<file path="src/rtl/c17_bist_ctrl.sv">
// rtl/c17_bist_ctrl.sv - BIST sequencer for the c17 benchmark circuit
// Sweeps all 32 input vectors, checks against a golden c17 model, folds responses into a MISR.
module c17_bist_ctrl #(
   parameter int unsigned LAT  = 1,
   parameter logic [15:0] SEED = 16'hFFFF
) (
   input  logic        clk,
   input  logic        rst,
   input  logic        start,
   input  logic        abort,
   input  logic        N22,
   input  logic        N23,
   output logic        N1,
   output logic        N2,
   output logic        N3,
   output logic        N6,
   output logic        N7,
   output logic        busy,
   output logic        done,
   output logic        pass,
   output logic [5:0]  fail_cnt,
   output logic [4:0]  first_fail,
   output logic [15:0] signature
);

   typedef enum logic [2:0] {
      S_IDLE,
      S_LOAD,
      S_APPLY,
      S_CAPTURE,
      S_DONE
   } state_t;

   localparam logic [3:0] LAT_M1 = 4'(LAT - 1);

   state_t      state_q, state_d;
   logic [4:0]  v_q, v_d;
   logic [3:0]  wait_q, wait_d;
   logic [15:0] sig_q, sig_d;
   logic [5:0]  fail_cnt_q, fail_cnt_d;
   logic [4:0]  first_fail_q, first_fail_d;
   logic        busy_q, busy_d;
   logic        done_q, done_d;
   logic        pass_q, pass_d;

   logic n10, n11, n16, n19, exp22, exp23, mismatch;

   assign n10      = ~(v_q[0] & v_q[2]);
   assign n11      = ~(v_q[2] & v_q[3]);
   assign n16      = ~(v_q[1] & n11);
   assign n19      = ~(n11 & v_q[4]);
   assign exp22    = ~(n10 & n16);
   assign exp23    = ~(n16 & n19);
   assign mismatch = (N22 != exp22) || (N23 != exp23);

   always_comb begin
      state_d      = state_q;
      v_d          = v_q;
      wait_d       = wait_q;
      sig_d        = sig_q;
      fail_cnt_d   = fail_cnt_q;
      first_fail_d = first_fail_q;

      case (state_q)
         S_IDLE: begin
            if (start) state_d = S_LOAD;
         end
         S_LOAD: begin
            sig_d        = SEED;
            fail_cnt_d   = 6'd0;
            first_fail_d = 5'd0;
            v_d          = 5'd0;
            wait_d       = 4'd0;
            state_d      = S_APPLY;
         end
         S_APPLY: begin
            wait_d = wait_q + 4'd1;
            if (wait_q == LAT_M1) state_d = S_CAPTURE;
         end
         S_CAPTURE: begin
            if (mismatch) begin
               fail_cnt_d = fail_cnt_q + 6'd1;
               if (fail_cnt_q == 6'd0) first_fail_d = v_q;
            end
            sig_d = {sig_q[14:0], 1'b0} ^ (sig_q[15] ? 16'h1021 : 16'h0000)
                    ^ {14'b0, N23, N22};
            if (v_q == 5'd31) begin
               state_d = S_DONE;
            end else begin
               v_d     = v_q + 5'd1;
               wait_d  = 4'd0;
               state_d = S_APPLY;
            end
         end
         S_DONE: begin
            if (start) state_d = S_LOAD;
         end
         default: state_d = S_IDLE;
      endcase

      // Abort discards any in-flight capture but keeps the partial results.
      if (abort && (state_q == S_LOAD || state_q == S_APPLY || state_q == S_CAPTURE)) begin
         state_d      = S_IDLE;
         v_d          = 5'd0;
         wait_d       = 4'd0;
         sig_d        = sig_q;
         fail_cnt_d   = fail_cnt_q;
         first_fail_d = first_fail_q;
      end

      busy_d = (state_d == S_LOAD) || (state_d == S_APPLY) || (state_d == S_CAPTURE);
      // done follows one cycle after DONE is entered, once the final results have settled.
      done_d = (state_q == S_DONE) && (state_d == S_DONE);
      pass_d = done_d && (fail_cnt_q == 6'd0);
   end

   always_ff @(posedge clk) begin
      if (rst) begin
         state_q      <= S_IDLE;
         v_q          <= 5'd0;
         wait_q       <= 4'd0;
         sig_q        <= SEED;
         fail_cnt_q   <= 6'd0;
         first_fail_q <= 5'd0;
         busy_q       <= 1'b0;
         done_q       <= 1'b0;
         pass_q       <= 1'b0;
      end else begin
         state_q      <= state_d;
         v_q          <= v_d;
         wait_q       <= wait_d;
         sig_q        <= sig_d;
         fail_cnt_q   <= fail_cnt_d;
         first_fail_q <= first_fail_d;
         busy_q       <= busy_d;
         done_q       <= done_d;
         pass_q       <= pass_d;
      end
   end

   assign N1         = v_q[0];
   assign N2         = v_q[1];
   assign N3         = v_q[2];
   assign N6         = v_q[3];
   assign N7         = v_q[4];
   assign busy       = busy_q;
   assign done       = done_q;
   assign pass       = pass_q;
   assign fail_cnt   = fail_cnt_q;
   assign first_fail = first_fail_q;
   assign signature  = sig_q;

endmodule

</file>
<file path="config.mk">
export PLATFORM = sky130hd
export DESIGN_NAME = c17_bist_ctrl
export DESIGN_NICKNAME = d
export VERILOG_FILES = /design/src/rtl/c17_bist_ctrl.sv
export SDC_FILE = /design/constraint.sdc
export NUM_CORES = 1
export LEC_CHECK = 0
export ABC_AREA = 1
export BUFFER_PORTS_ARGS = -buffer_cell sky130_fd_sc_hd__buf_2
export CORE_MARGIN = 5
export CORE_UTILIZATION = 50
export CTS_BUF_LIST = sky130_fd_sc_hd__clkbuf_8
export DETAILED_ROUTE_END_ITERATION = 6
export PLACE_DENSITY_LB_ADDON = 0.2
export RECOVER_POWER = 25
export SETUP_SLACK_MARGIN = 0.02
export SLEW_MARGIN = 10
export SYNTH_ARGS = -nofsm -noshare
export SYNTH_HDL_FRONTEND = slang
export SYNTH_SLANG_ARGS = --single-unit
</file>
<file path="constraint.sdc">
create_clock -name clk -period 1.7 [get_ports clk]
set_input_delay 0.255 -clock clk [delete_from_list [all_inputs] [get_ports clk]]
set_output_delay 0.255 -clock clk [all_outputs]
set_load 0.05 [all_outputs]
</file>
==> results of run 1 <==
==> metal layers <==
| metal | part of all wire, % | global-route usage (%) | vias to the layer above |
|---|---|---|---|
| met5 | 0 | 0 | - |
| met4 | 1.5 | 5.53 | 0 |
| met3 | 5.2 | 4.41 | 8 |
| met2 | 47 | 28.5 | 34 |
| met1 | 47 | 21.7 | 801 |
| li1 | - | - | 953 |
==> worst min-delay path by stage <==
stage                                   start                     to  slack [ns]  depth (start not counted)
after floorplan                           rst  state_q[2]$_SDFF_PP0_        0.33                          1
after global placement    v_q[0]$_SDFFE_PP0P_    v_q[0]$_SDFFE_PP0P_        0.46                          1
after detailed placement  v_q[0]$_SDFFE_PP0P_    v_q[0]$_SDFFE_PP0P_        0.47                          1
after CTS                               abort  state_q[2]$_SDFF_PP0_        0.23                          2
after global routing                    abort  state_q[2]$_SDFF_PP0_        0.23                          2
final                                   abort  state_q[2]$_SDFF_PP0_        0.23                          2
==> sequential cells by signal, summed over array words and instances (netlist names) <==
name / flops
signature: 16
fail_cnt: 6
first_fail: 5
v_q: 5
wait_q: 4
state_q: 3
busy: 1
done: 1
pass: 1
==> per-stage QoR <==
stage | total power [mW] | cells
after floorplan | 1.33 | 266
after global placement | 1.41 | 352
after detailed placement | 1.41 | 352
after CTS | 2.16 | 360
after global routing | 2.25 | 361
final | 2.14 | 361
==> cells in the mapped netlist (all sizes together), types with 3 or more instances <==
cell type / n
nor3: 5
buf: 5
or2: 3
ha: 6
nand2: 69
dfxtp: 42
nand4: 5
clkbuf: 4
inv: 34
o22ai: 11
nor2: 28
a21oi: 14
xor2: 4
o21ai: 6
nand3: 15
==> report_power, final <==
| group | leakage (nW) | internal (mW) | total [mW] | switching, mW |
|---|---|---|---|---|
| clock | 0.0607 | 0.427 | 0.752 | 0.325 |
| combinational | 0.584 | 0.0909 | 0.342 | 0.251 |
| sequential | 0.343 | 1.02 | 1.04 | 0.0266 |
==> worst reg2reg max path: cells and delay by family, from the launching register on <==
kind,cells,cell delay (ns)
adder cells (fa/ha/maj),2,0.43
flip-flops,1,0.35
AND/OR/NAND/NOR,3,0.22
buffers and inverters,2,0.16
AO/OA/AOI/OAI,1,0.14
XOR/XNOR,1,0.14
==> kinds of logic after synthesis <==
logic type	Yosys count	share of synthesized area, %
xor+xnor	5	2.24
buf+inv	43	9.46
compound gates	41	12.5
fa+ha+maj	6	3.83
flops	42	42.9
simple gates	129	29.0
==> cell type report <==
class	instances	area (um^2)	area share [%]
Multi-Input combinational cell	181	938	40.5
Timing Repair Buffer	48	238	10.3
Clock inverter	3	37.5	1.62
Inverter	34	128	5.51
Tap cell	48	60.1	2.59
Sequential cell	42	846	36.5
Clock buffer	5	68.8	2.97
==> flow_metrics.tcl, run 1 <==
set metrics [dict create \
    crit_chain "ha_1 > inv_1 > nor2_1 > ha_1 > a21oi_2 > inv_1 > nor3_2 > xnor2_1 > nor2_1" \
    syn_to_final_growth_pct 18.3 \
    final_common_cell "nand2_1" \
    tns_ns 0 \
    post-place-ws_ns 0.0845 \
    min_path_type "in2reg" \
    synth_area_um2 1960 \
    post-route-period-util_pct 91.5 \
    clockRootBuffer "clkbuf_8" \
    ff2ff_setup_slack_ns 0.15 \
    final_core_util_pct 62.3 \
    cts.clk_slew.worst_paths_ns 0.08 \
    arrival_ns 1.73 \
    cp-startpoint "v_q[0]$_SDFFE_PP0P_" \
    ant_nets 0 \
    cp_max_fo 6 \
    antenna_found_initial 0 \
    status "complete, no violations" \
    drive_above_1_share_pct 16.9 \
    grt_pass1_vias 1646 \
    clock_skew_ns 0.00668 \
    relSlewSlack_pct 59.7 \
    cts_buffers 5 \
    r2r-start "v_q[0]$_SDFFE_PP0P_" \
    ys_top_cells_by_area "dfxtp_1 (43%), nand2_1 (13%), inv_1 (5.9%), nor2_1 (5.0%), ha_1 (3.8%)" \
    critPathRequiredTime_ns 1.88 \
    worst-setup-path-type "reg2reg" \
    synthFlopType "dfxtp_1" \
    clock_sinks 42 \
    synth_nets 278 \
    cp_slowest_cell "dfxtp_2" \
    ios 41 \
    slowest_delay_ns 0.35 \
    synth_edf_count 0 \
    vias_per_cell 4.98 \
    grt_start_max_net_pins 20 \
    routed-via-count 1796 \
    startpoint_type "flip-flop" \
    antenna_cells 0 \
    grt_use_total_pct 17.2 \
    synth_seq_cells 42 \
    crit_buf_inv 2 \
    ir_drop_mv 0.575 \
    placed_cell_area_um2 2220 \
    die_area_um2 5270 \
    min_period_ns 1.55 \
    tightest_slew_ns 0.608 \
    r2r_cells 9 \
    cts_tree "built" \
    slew_viol_final 0 \
    fin_nets 324 \
    place.gp.congestion 0.926 \
    place_hpwl_mm 3.28 \
    clkLatencyLatePin_ns 0.29 \
    rows 22 \
    cts_resized 0 \
    cts_max_level 2 \
    r2r_end "v_q[3]$_SDFFE_PP0P_" \
    worstSetupEndpointType "flip-flop" \
    grt.overflow.total 0 \
    clockBufferDepth 2 \
    power.leakage_nw 0.987 \
    cp_num_cells 9 \
    post-cts-setup-buffer-count 0 \
    port_buffers 40 \
    netlist_instances 266 \
    hold_buffers 0 \
    ys_warn_count 0 \
    endpoint "v_q[3]$_SDFFE_PP0P_" \
    avgSynthCellArea_um2 7.36 \
    synth_cell_type_count 34 \
    synth-seq-area-share_pct 42.9 \
    drc 0 \
    die_x_um 72.6 \
    design_area_um2 2320 \
    drv_cap 0 \
    drt_iter0_drc 117 \
    yosys.area.top_type_share_pct 42.9 \
    max_freq_mhz 643 \
    finalSetupViolations 0 \
    final_cell_mix "nand2_1 (67), dfxtp_1 (38), inv_1 (33), nor2_1 (25), buf_2 (22)" \
    fin_hold_ws_ns 0.233 \
    drt_pass1_iterations 4 \
    rsz0062_at_grt "false" \
    setup_slack_ns 0.145 \
    core_area_um2 3720 \
    grt_pass1_wl_mm 7.32 \
    wl_per_cell_um 12.0 \
    wirelength_mm 4.33 \
    async_flop_share_pct 0 \
    hold_viol 0 \
    start_util_pct 52.7 \
    cp_top_family "adder cells" \
    chipHeight_um 72.6 \
    power_density_nw_per_um2 924 \
    yosys.area.top_type "dfxtp_1" \
    n_fill_cell 385 \
]
Power figures use the tool's default switching activity.
==> run 2, diff against run 1 <==
--- a/config.mk
+++ b/config.mk
@@ -5,7 +5,6 @@
 export SDC_FILE = /design/constraint.sdc
 export NUM_CORES = 1
 export LEC_CHECK = 0
-export ABC_AREA = 1
 export BUFFER_PORTS_ARGS = -buffer_cell sky130_fd_sc_hd__buf_2
 export CORE_MARGIN = 5
 export CORE_UTILIZATION = 50
==> constraint.sdc (replaced) <==
create_clock -name clk -period 1.5 [get_ports clk]
set_input_delay 0.225 -clock clk [delete_from_list [all_inputs] [get_ports clk]]
set_output_delay 0.225 -clock clk [all_outputs]
set_load 0.05 [all_outputs]
==> flow_metrics.tcl, run 2 <==
set metrics [dict create \
    status "finished, violations left" \
    failed_checks "negative setup slack" \
    fin_nets 307 \
    synth_edf_count 0 \
    ys_top_cells_by_area "dfxtp_1 (43%), nand2b_1 (7.1%), o22ai_1 (4.8%), a21oi_1 (3.9%), ha_1 (3.9%)" \
    n_fill_cell 276 \
    ios 41 \
    worstSetupEndpointType "flip-flop" \
    grt_use_total_pct 19.1 \
    routed-via-count 1871 \
    min_to "state_q[1]$_SDFF_PP0_" \
    clock_sinks 42 \
    cts_buffers 5 \
    vias_per_cell 5.44 \
    power.leakage_nw 1.10 \
    grt_start_max_net_pins 27 \
    hold_viol 0 \
    die_area_um2 5240 \
    place.gp.congestion 0.831 \
    r2r_end "first_fail[4]$_SDFFE_PP0P_" \
    wl_per_cell_um 15.4 \
    syn_to_final_growth_pct 45.2 \
    max_freq_mhz 603 \
    port_buffers 40 \
    synth_nets 232 \
    netlist_instances 220 \
    slew_viol_final 0 \
    pwr-share-comb_pct 10.8 \
    cts_max_level 2 \
    r2r-start "v_q[1]$_SDFFE_PP0P_" \
    setup_slack_ns -0.157 \
    largest_register_ffs 16 \
    die_x_um 72.4 \
    place_hpwl_mm 3.26 \
    tightest_slew_ns 0.604 \
    min_path_type "in2reg" \
    drc 0 \
    synthFlopType "dfxtp_1" \
    synth_seq_cells 42 \
    wirelength_mm 5.29 \
    power_density_nw_per_um2 726 \
    chipHeight_um 72.4 \
    ys_warn_count 0 \
    synth_area_um2 1950 \
    grt_pass1_wl_mm 8.06 \
    clkLatencyLatePin_ns 0.29 \
    grt_pass1_vias 1749 \
    rsz0062_at_grt "true" \
    drv_cap 0 \
    clock_skew_ns 0.00365 \
    pwr-share-clk_pct 34.6 \
    ir_drop_mv 0.479 \
    min_period_ns 1.66 \
    min_from "abort" \
    drt_pass1_iterations 4 \
    startpoint_type "flip-flop" \
    clockBufferDepth 2 \
    ant_nets 0 \
    cts_tree "built" \
    antenna_cells 0 \
    synth.top_cells.by_count "dfxtp_1 (42), nand2b_1 (22), nand2_1 (18), a21oi_1 (15), o22ai_1 (15)" \
    drt_iter0_drc 178 \
    yosys.area.top_type "dfxtp_1" \
    cp_max_fo 5 \
    ff2ff_setup_slack_ns -0.16 \
    whs_path_depth 2 \
    grt.overflow.total 0 \
    p_seq_share_pct 54.6 \
    synth_cell_type_count 42 \
    hold_buffers 0 \
    p_sw_share_pct 25.7 \
    p_switching_mw 0.527 \
    post-route-period-util_pct 110 \
    cts.clk_slew.worst_paths_ns 0.08 \
    avgSynthCellArea_um2 8.86 \
    finalSetupViolations 17 \
    r2r_cells 7 \
    antenna_found_initial 0 \
    async_flop_share_pct 0 \
    final_cell_mix "dfxtp_1 (37), buf_4 (31), buf_2 (27), nand2b_1 (22), nand2_1 (15)" \
    fin_hold_ws_ns 0.232 \
    core_area_um2 3720 \
    internal_power_mw 1.53 \
    arrival_ns 1.85 \
    worst-setup-path-type "reg2reg" \
    rows 22 \
    synth.most_common_cell "dfxtp_1" \
    yosys.area.top_type_share_pct 43.2 \
    drive_above_1_share_pct 43.6 \
    clockRootBuffer "clkbuf_8" \
    synth-seq-area-share_pct 43.2 \
    final_core_util_pct 76.1 \
    start_util_pct 52.4 \
    final_common_cell "dfxtp_1" \
    relSlewSlack_pct 59.9 \
    critPathRequiredTime_ns 1.69 \
]
==> run 2: cell count changes after synthesis, sizes merged, moves of 6 or more <==
| cell | previous run | this run |
|---|---|---|
| nand2 | 69 | 18 |
| inv | 34 | 6 |
| o2bb2ai | 0 | 6 |
| nand3 | 15 | 2 |
| nor2 | 28 | 14 |
| nand2b | 0 | 23 |
| clkbuf | 4 | 10 |
==> run 2: cell type report <==
class / instances / area [um^2] / area share (%)
Multi-Input combinational cell: 159 / 1250 / 44.3
Sequential cell: 42 / 860 / 30.4
Timing Repair Buffer: 81 / 542 / 19.2
Clock buffer: 5 / 68.8 / 2.43
Tap cell: 48 / 60.1 / 2.12
Inverter: 6 / 26.3 / 0.929
Clock inverter: 3 / 17.5 / 0.619
==> run 2: metrics by stage <==
stage	instance area (um^2)	std cells	power, mW	worst slack, ns	TNS (ns)
3_5_place_dp	2420	322	1.32	-0.206	-2.15
5_1_grt	2830	344	2.13	-0.276	-3.54
4_1_cts	2630	337	2.03	-0.121	-1.35
3_3_place_gp	2420	322	1.32	-0.176	-1.75
6_report	2830	344	2.05	-0.157	-2.07
2_1_floorplan	2050	220	1.27	-0.309	-1.89
==> run 2: worst max-delay path, cell delays in order, from the launching register on <==
cell	delay, ns
dfxtp_4	0.39
a21bo_4	0.25
a221oi_4	0.32
buf_6	0.16
o21bai_4	0.08
a21oi_2	0.12
buf_4	0.15
o2bb2ai_1	0.07
==> run 2: cells by family after synthesis <==
family                     Yosys count  share of synthesized area, %
and+or+nand+nor                     87                          23.9
AOI/OAI and AO/OA                   59                          20.6
DFF                                 42                          43.2
buffers and inverters               19                          5.39
xor gates and xnor gates             7                          3.15
adders and majority gates            6                          3.85
==> run 2: how the worst max path moves through the flow <==
stage,start,end,slack [ns],cells after the start
4_1_cts,v_q[1]$_SDFFE_PP0P_,fail_cnt[0]$_SDFFE_PP0P_,-0.12,5
3_3_place_gp,v_q[1]$_SDFFE_PP0P_,wait_q[2]$_SDFFE_PP0P_,-0.18,8
6_report,v_q[1]$_SDFFE_PP0P_,first_fail[4]$_SDFFE_PP0P_,-0.16,7
2_1_floorplan,v_q[1]$_SDFFE_PP0P_,wait_q[3]$_SDFFE_PP0P_,-0.31,9
5_1_grt,v_q[1]$_SDFFE_PP0P_,wait_q[3]$_SDFFE_PP0P_,-0.28,8
3_5_place_dp,v_q[1]$_SDFFE_PP0P_,fail_cnt[2]$_SDFFE_PP0P_,-0.21,6
==> run 2: what timing repair did <==
action	in CTS	in global routing
setup endpoints to repair	24	40
resized for setup	19	37
pin swaps	10	19
setup buffers	7	8
==> run 2: power groups by stage <==
stage	Sequential [mW]	Combinational [mW]	Clock, mW
2_1_floorplan	1.16	0.108	0
6_report	1.12	0.222	0.710
3_3_place_gp	1.15	0.174	0
3_5_place_dp	1.15	0.174	0
4_1_cts	1.12	0.191	0.723
5_1_grt	1.12	0.240	0.769
==> run 2: layer usage <==
layer	up-vias	wire length [um]	global-route usage [%]
met3	8	198	3.19
met1	889	2280	24.7
met2	41	2750	32.1
met5	-	0	0
met4	0	68	6.35
li1	933	-	-
